===== src/rtl/ov7670_pkg.sv =====
// Shared types and default geometry for the OV7670 QQVGA capture path.
package ov7670_pkg;

  localparam int unsigned IMG_WIDTH_DEF  = 160;
  localparam int unsigned IMG_HEIGHT_DEF = 120;

  typedef struct packed {
    logic [4:0] r;
    logic [5:0] g;
    logic [4:0] b;
  } rgb565_t;

  typedef enum logic {
    WAIT_VS = 1'b0,
    CAPTURE = 1'b1
  } cap_state_e;

  // The sensor sends the red/upper-green byte first.
  function automatic rgb565_t pack_rgb565(input logic [7:0] hi, input logic [7:0] lo);
    return rgb565_t'({hi, lo});
  endfunction

endpackage


===== src/rtl/sync_edge_det.sv =====
// Registers one camera control bit and flags its rising/falling transitions.
module sync_edge_det (
  input  logic clk,
  input  logic reset,
  input  logic d,
  output logic q,
  output logic rise_c,
  output logic fall_c
);

  logic q_d;

  always_ff @(posedge clk) begin
    if (reset) begin
      q   <= 1'b0;
      q_d <= 1'b0;
    end else begin
      q   <= d;
      q_d <= q;
    end
  end

  assign rise_c = q & ~q_d;
  assign fall_c = ~q & q_d;

endmodule


===== src/rtl/ov7670_frame_writer.sv =====
// Converts the OV7670 RGB565 byte stream into one row-major frame RAM write per pixel.
// Optional sticky line-length flag enabled by defining MEM_WRITER_LINE_CHECK_EN.
module ov7670_frame_writer
  import ov7670_pkg::*;
#(
  parameter int unsigned IMG_WIDTH  = IMG_WIDTH_DEF,
  parameter int unsigned IMG_HEIGHT = IMG_HEIGHT_DEF,
  parameter int unsigned ADDR_WIDTH = $clog2(IMG_WIDTH * IMG_HEIGHT)
) (
  input  logic                  pclk,
  input  logic                  reset,
  input  logic                  vsync,
  input  logic                  href,
  input  logic [7:0]            data,
  output logic                  we,
  output logic [ADDR_WIDTH-1:0] wAddr,
  output logic [15:0]           wData,
  output logic                  frame_done
`ifdef MEM_WRITER_LINE_CHECK_EN
  ,
  output logic                  line_err
`endif
);

  // x is wider than the line so oversized lines stay distinguishable from exact ones.
  localparam int unsigned X_W = $clog2(IMG_WIDTH) + 2;
  localparam int unsigned Y_W = $clog2(IMG_HEIGHT + 1);
  localparam logic [X_W-1:0] X_LIM = X_W'(IMG_WIDTH);
  localparam logic [Y_W-1:0] Y_LIM = Y_W'(IMG_HEIGHT);
  localparam logic [ADDR_WIDTH-1:0] ROW_PITCH = ADDR_WIDTH'(IMG_WIDTH);

  cap_state_e       state;
  logic [X_W-1:0]   x;
  logic [Y_W-1:0]   y;
  logic             byte_phase;
  logic [7:0]       hi_byte;
  logic [7:0]       data_q;

  logic vs_q, vs_rise, vs_fall;
  logic hr_q, hr_rise, hr_fall;

  logic [ADDR_WIDTH-1:0] row_base;
  logic [ADDR_WIDTH-1:0] pix_addr;
  logic                  in_bounds;
  logic [X_W-1:0]        x_inc;
  logic [Y_W-1:0]        y_inc;

  sync_edge_det u_vs_det (
    .clk    (pclk),
    .reset  (reset),
    .d      (vsync),
    .q      (vs_q),
    .rise_c (vs_rise),
    .fall_c (vs_fall)
  );

  sync_edge_det u_hr_det (
    .clk    (pclk),
    .reset  (reset),
    .d      (href),
    .q      (hr_q),
    .rise_c (hr_rise),
    .fall_c (hr_fall)
  );

  // Data is delayed to stay aligned with the registered href.
  always_ff @(posedge pclk) begin
    if (reset) begin
      data_q <= '0;
    end else begin
      data_q <= data;
    end
  end

  assign row_base  = ROW_PITCH * ADDR_WIDTH'(y);
  assign pix_addr  = row_base + ADDR_WIDTH'(x);
  assign in_bounds = (x < X_LIM) && (y < Y_LIM);
  assign x_inc     = (x == '1)    ? x : x + X_W'(1);
  assign y_inc     = (y >= Y_LIM) ? y : y + Y_W'(1);

  // Capture FSM with registered write port.
  always_ff @(posedge pclk) begin
    if (reset) begin
      state      <= WAIT_VS;
      x          <= '0;
      y          <= '0;
      byte_phase <= 1'b0;
      hi_byte    <= '0;
      we         <= 1'b0;
      wAddr      <= '0;
      wData      <= '0;
      frame_done <= 1'b0;
    end else begin
      we         <= 1'b0;
      frame_done <= 1'b0;
      case (state)
        WAIT_VS: begin
          if (vs_fall) begin
            state      <= CAPTURE;
            x          <= '0;
            y          <= '0;
            byte_phase <= 1'b0;
          end
        end
        CAPTURE: begin
          if (vs_rise) begin
            state      <= WAIT_VS;
            frame_done <= 1'b1;
            x          <= '0;
            y          <= '0;
            byte_phase <= 1'b0;
          end else if (hr_fall) begin
            x          <= '0;
            byte_phase <= 1'b0;
            if (x != '0) begin
              y <= y_inc;
            end
          end else if (hr_q && !vs_q) begin
            // A fresh href always starts on a high byte.
            if (hr_rise || !byte_phase) begin
              hi_byte    <= data_q;
              byte_phase <= 1'b1;
            end else begin
              byte_phase <= 1'b0;
              x          <= x_inc;
              if (in_bounds) begin
                we    <= 1'b1;
                wAddr <= pix_addr;
                wData <= pack_rgb565(hi_byte, data_q);
              end
            end
          end
        end
      endcase
    end
  end

`ifdef MEM_WRITER_LINE_CHECK_EN
  logic line_bad;
  assign line_bad = (x != '0) && (x != X_LIM);

  // Sticky until the next frame starts.
  always_ff @(posedge pclk) begin
    if (reset) begin
      line_err <= 1'b0;
    end else if (vs_fall) begin
      line_err <= 1'b0;
    end else if ((state == CAPTURE) && !vs_rise && hr_fall && line_bad) begin
      line_err <= 1'b1;
    end
  end
`endif

endmodule


===== config.mk =====
export PLATFORM = sky130hd
export DESIGN_NAME = ov7670_frame_writer
export DESIGN_NICKNAME = d
export VERILOG_FILES = /design/src/rtl/ov7670_pkg.sv /design/src/rtl/sync_edge_det.sv /design/src/rtl/ov7670_frame_writer.sv
export SDC_FILE = /design/constraint.sdc
export NUM_CORES = 1
export LEC_CHECK = 0
export CAP_MARGIN = 5
export CORE_MARGIN = 2
export CORE_UTILIZATION = 45
export DETAILED_ROUTE_END_ITERATION = 7
export PLACE_DENSITY = 0.69
export SLEW_MARGIN = 20
export SYNTH_ARGS = -nofsm -noshare
export SYNTH_HDL_FRONTEND = slang
export SYNTH_SLANG_ARGS = --single-unit

===== constraint.sdc =====
create_clock -name pclk -period 8.7 [get_ports pclk]
set_input_delay 1.74 -clock pclk [delete_from_list [all_inputs] [get_ports pclk]]
set_output_delay 1.74 -clock pclk [all_outputs]
set_load 0.01 [all_outputs]

# Word level (Yosys, flattened, before mapping)
# Index checks and enable logic that the tools add are counted.
[classes]
addsub = 3
mul = 1
order_cmp = 3
eq_ne = 8
n_mux = 24
n_bitwise = 13
n_reduce_logical = 13
[op_table]
columns = ["operator", "count"]
rows = [
  ["2-to-1 mux 10 bit", 6],
  ["2-to-1 mux 7 bit", 5],
  ["case mux 10 bit (2 select lines)", 1],
  ["adder 15 x 10 -> 15 bit", 1],
  ["case mux 7 bit (2 select lines)", 1],
  ["adder 10 x 1 -> 10 bit (second input constant)", 1],
  ["== test 10 bit (second input constant)", 1],
  ["< comparator 10 x 8 -> 1 bit (second input constant)", 1],
  ["multiplier 3 x 7 -> 10 bit (first input constant)", 1],
  ["nonzero test 10 bit", 1],
  ["2-to-1 mux 1 bit", 9],
  ["inverter 1 bit", 9],
  ["!= test 4 x 3 -> 1 bit (second input constant)", 2],
  ["AND reduction 4 bit", 2],
  ["adder 7 x 1 -> 7 bit (second input constant)", 1],
  [">= comparator 7 bit (second input constant)", 1],
  ["< comparator 7 bit (second input constant)", 1],
  ["!= test 3 x 1 -> 1 bit (second input constant)", 2],
  ["AND reduction 6 bit", 1],
  ["OR reduction 6 bit", 1],
  ["AND reduction 5 bit", 1],
  ["AND 1 bit", 4],
  ["!= test 4 x 1 -> 1 bit (second input constant)", 1],
  ["case mux 1 bit (2 select lines)", 2],
  ["other kinds (7)", 9],
]
[word_totals]
reg_bits = 72
input_bits = 12
output_inout_bits = 33

# Longest topological paths before layout
[logic_depth]
ltp_word = 8
depth_mapped = 10

# Hierarchy
# From an unflattened synthesis, not the netlist that was laid out.
[unflattened]
cells_unflattened = 380
hier_area_um2 = 3349.5
[modules_own_cells]
columns = ["mod", "instances", "cells_each", "area_per_inst_um2", "seq_area_each_um2"]
rows = [
  ["ov7670_frame_writer", 1, 368, 3219.3, 1361.3],
  ["sync_edge_det", 2, 6, 65.1, 40.0],
]

# Least setup slack after synthesis
# No wires, ideal clock.
[synth_path]
path_type = "register to register"
start = "reg y[3]"
end = "reg wAddr[13]"
setup_ps = 86
arrival_time_ps = 2698
t_required_ps = 8614
path_slack_ps = 5916
path_stages_with_launch = 11
n_path_buf = 0
period_less_slack_ps = 2784
cell_sequence = "dfxtp_1 > ha_1 > ha_1 > fa_1 > ha_1 > o21ai_1 > a21oi_1 > o21ai_1 > nor4_2 > xor3_1 > a211oi_1"
[synth_between]
elab_chain_len = 3
[synth_rtl]
columns = ["item", "line", "rtl"]
rows = [
  ["start, declared", "ov7670_frame_writer.sv:34", "logic [Y_W-1:0] y;"],
  ["start signal, assigned", "ov7670_frame_writer.sv:116", "y <= y_inc;"],
  ["branches (longest 3 deep; another with adder 15 x 10 -> 15 bit)", "-", ""],
  ["end signal, assigned", "ov7670_frame_writer.sv:128", "wAddr <= pix_addr;"],
  ["end, declared", "ov7670_frame_writer.sv:16", "output logic [ADDR_WIDTH-1:0] wAddr,"],
]
# Several ways; the timed one is not identified.
# A chain may end at the register's enable or synchronous reset.

# Worst setup path after layout
# Ends and elaborated chain as after synthesis.

==> metrics.md <==
| Metric | Value |
|---|---|
| Setup bufs post-CTS | 0 |
| Mapped Avg Cell Area | 8.876 sq um |
| Delay-heaviest family, CP | adder cells |
| Share of cells above drive strength 1 | 8.665% |
| Setup crit end kind | flip-flop |
| I/O Buffers | 44 |
| Clk_lat worst skew | between 300 and 400 ps |
| Routed wl met2 | 3.082 mm |
| Area grow syn2layout | 19.95% |
| CTS HTree Levels | 3 |
| Status | completed |
| DRC | 0 |
| RSZ-0062 raised after global routing | false |
| Top cells by area, synth | dfxtp_1 42%, nand2_1 7.1%, ha_1 7.0%, a21oi_1 6.0%, nor2_1 3.6% |
| M1 WL | 3.195 mm |
| Hold buffer count at CTS | 0 |
| Worst-Margin Slew | 860.7 ps |
| Cell Area, Synth | 0.003400 sq mm |
| Initial antenna violation count | 0 |
| Yosys warnings | 0 |
| CP peak stage delay | around 490 ps |
| Cell Area, Placed | ~0.0039 sq mm |
| Core Box Area | ~0.0073 sq mm |
| Number of vias in the routed layout | 2,776 |
| Length of routed met3 wiring | 368 um |
| First-pass DRT Iterations | 4 |
| Fin. Hold Viols | 0 |
| Crit path required time | 8980 ps |
| Ant diodes | 0 |
| CP cell instances | ha_1, ha_1, fa_1, ha_1, o21ai_1, a21oi_1, o21ai_1, nor4_2, xor3_1, a211oi_1 |
| FF+latch count, synth | slightly above 70 |
| Register Area | around 0.0014 sq mm |
| Clock transition at path regs | 90 ps |
| Mapped Cells | 383 |
| Synth area leader | dfxtp_1 |
| Most common cell after layout, fill and taps aside | dfxtp_1 |
| Final Max Tran Viols | 0 |
| Slew headroom | 42.62% |
| Skew final | about 15 ps |
| Power, Total | 0.0006601 W |
| Post-Layout Inst Area | 0.004078 sq mm |
| Final worst slack | 5698 ps |
| Detailed Route Iter0 Violations | 118 |
| FFs w/ async S/R, synth | 0% |
| Grt total ovfl | 0 |
| Final setup fails | 0 |
| F_max | 333.1 MHz |
| WP data arrival | around 3300 ps |
| CP Max Fanout | 8 |
| CTS buffer count | 9 |
| Hold Crit Class | reg2reg |
| Most frequent cells in the layout | 72 x dfxtp_1, 64 x nand2_1, 43 x clkdlybuf4s50_1 |
| Syn_nets | 416 |
| Clk Tree Root Cell | clkbuf_8 |
| WL final | 6.760 mm |
| Final Critical Period | around 3000 ps |
| I/O pins | 45 |
| VDD IR max | 0.1470 mV |
| Fin crit share | approximately 35% |
| Die Y-Extent | 90.92 um |
| All-Layer GR Usage | 17.24% |
| Chip width | roughly 90 um |
| Pin count of the biggest net entering global routing | 66 |
| RePlAce Congestion | 0.8051 |
| Clock Path Buffers | 2 |
| Count of cell types in the netlist | 58 |
| CTS resizes | 0 |
| WL per Instance | 12.85 um |
| WP buf/inv | 0 |
| Startpoint Class | flip-flop |
| CTS tree | done |
| Filler cells | just over 700 |
| Max cap viols | 0 |
| Row count | 31 |
| Crit-path slowest cell | dfxtp_1 |
| Die ar. | 0.008266 sq mm |
| Nets@finish | 455 |
| Setup CP Type | reg2reg |
| Vias/cell | 5.278 |
| Total Neg Setup Slack | 0 ps |
| Most used cell, CP | ha_1 |
| Vias in the first global route | 2,571 |
| P_leak | 1.469 nW |
| Top_reg_cell synth | dfxtp_1 |
| Post-synth EDFFs | 0 |
| Synth top area share | 42.40% |
| PD cells | 161.9 mW/mm^2 |
| Place WS | 5532 ps |
| Num Clock Sinks | 72 |
| Top Metal Used | met4 |
| Area occupied by multi-input gates | approximately 0.0018 sq mm |
| First-pass GRT wire length | 11.65 mm |
| DP Wirelength | between 4 and 5 mm |
| Antenna Nets Post-Route | 0 |
| Starting density of the core | a little under half |
| Sequential cell area fraction in the yosys report | 42.40% |
## kinds of logic after synthesis
kind of cell | Yosys count | synth area share (%)
simple gates | 162 | 23.85
compound gates | 85 | 15.64
flops | 72 | 42.40
buf+inv | 25 | 4.343
fa+ha+maj | 21 | 8.171
xor+xnor | 10 | 3.239
mux | 8 | 2.356
## power breakdown
group / internal, W / leakage (nW) / switching [W]
clock: 0.000164 / 0.107 / 0.000134
sequential: 0.000333 / 0.583 / 0.00000377
combinational: 0.0000110 / 0.779 / 0.0000142
## per-layer routing
layer,up-vias,GRT usage [%]
met5,-,0
met1,1281,22.76
met4,0,5.934
li1,1419,-
met3,12,5.342
met2,64,26.74
## worst min-delay path: cells and delay by family (launching register included)
family             cells  cell delay (ps)
DFF                    1              310
and+or+nand+nor        1               50
AOI/OAI and AO/OA      1               50
## final cells by class
cell class,count,share of cell area (%)
tap,99,3.038
clock inverter,7,2.485
inverter,7,0.6444
sequential,72,35.35
clock buffer,9,3.038
timing repair buffer,46,11.05
multi-input combinational,286,44.40
## cells in the mapped netlist, types with 2 or more instances
cell      number
a21o_1         3
nand4_1        2
o211ai_1       2
and3_1         4
nor2_2         3
a21oi_1       41
nor3_1         6
nor2b_1       15
nand4b_1       2
clkbuf_8       3
nand3_1        8
xnor2_1        3
buf_6          2
nand2b_1       5
or4_1          2
o21bai_1       2
a41oi_1        4
nand2_1       64
o21ai_1        2
and4_1         2
ha_1          19
buf_2          7
xor2_1         5
or3_1          4
nor2_1        33
o21ai_0       10
inv_1          7
fa_1           2
or2_2          2
clkbuf_1       6
dfxtp_1       72
a21boi_1       2
a211oi_1       7
mux2i_1        8
## metrics by stage
stage	std cells	utilization [%]	hold WS (ps)
floorplan	383	-	431.2
global placement	510	52.83	440.6
detailed placement	510	52.83	443.2
CTS	526	55.92	457.9
global route	526	55.92	472.9
finish	526	55.92	452.7
## final timing paths
| check | start | slack [ps] | end | cells past startpoint |
|---|---|---|---|---|
| min | hi_byte[5] | 450 | wData[13] | 2 |
| min reg2reg | hi_byte[5] | 450 | wData[13] | 2 |
| max reg2reg | y[3] | 5700 | wAddr[13] | 10 |
| max | y[3] | 5700 | wAddr[13] | 10 |
## sequential cells by signal, indices dropped and copies added (netlist names), 7 cells and up
name     count
y            7
wAddr       15
hi_byte      8
data_q       8
wData       16
x           10
(Power assumes the default switching activity.)
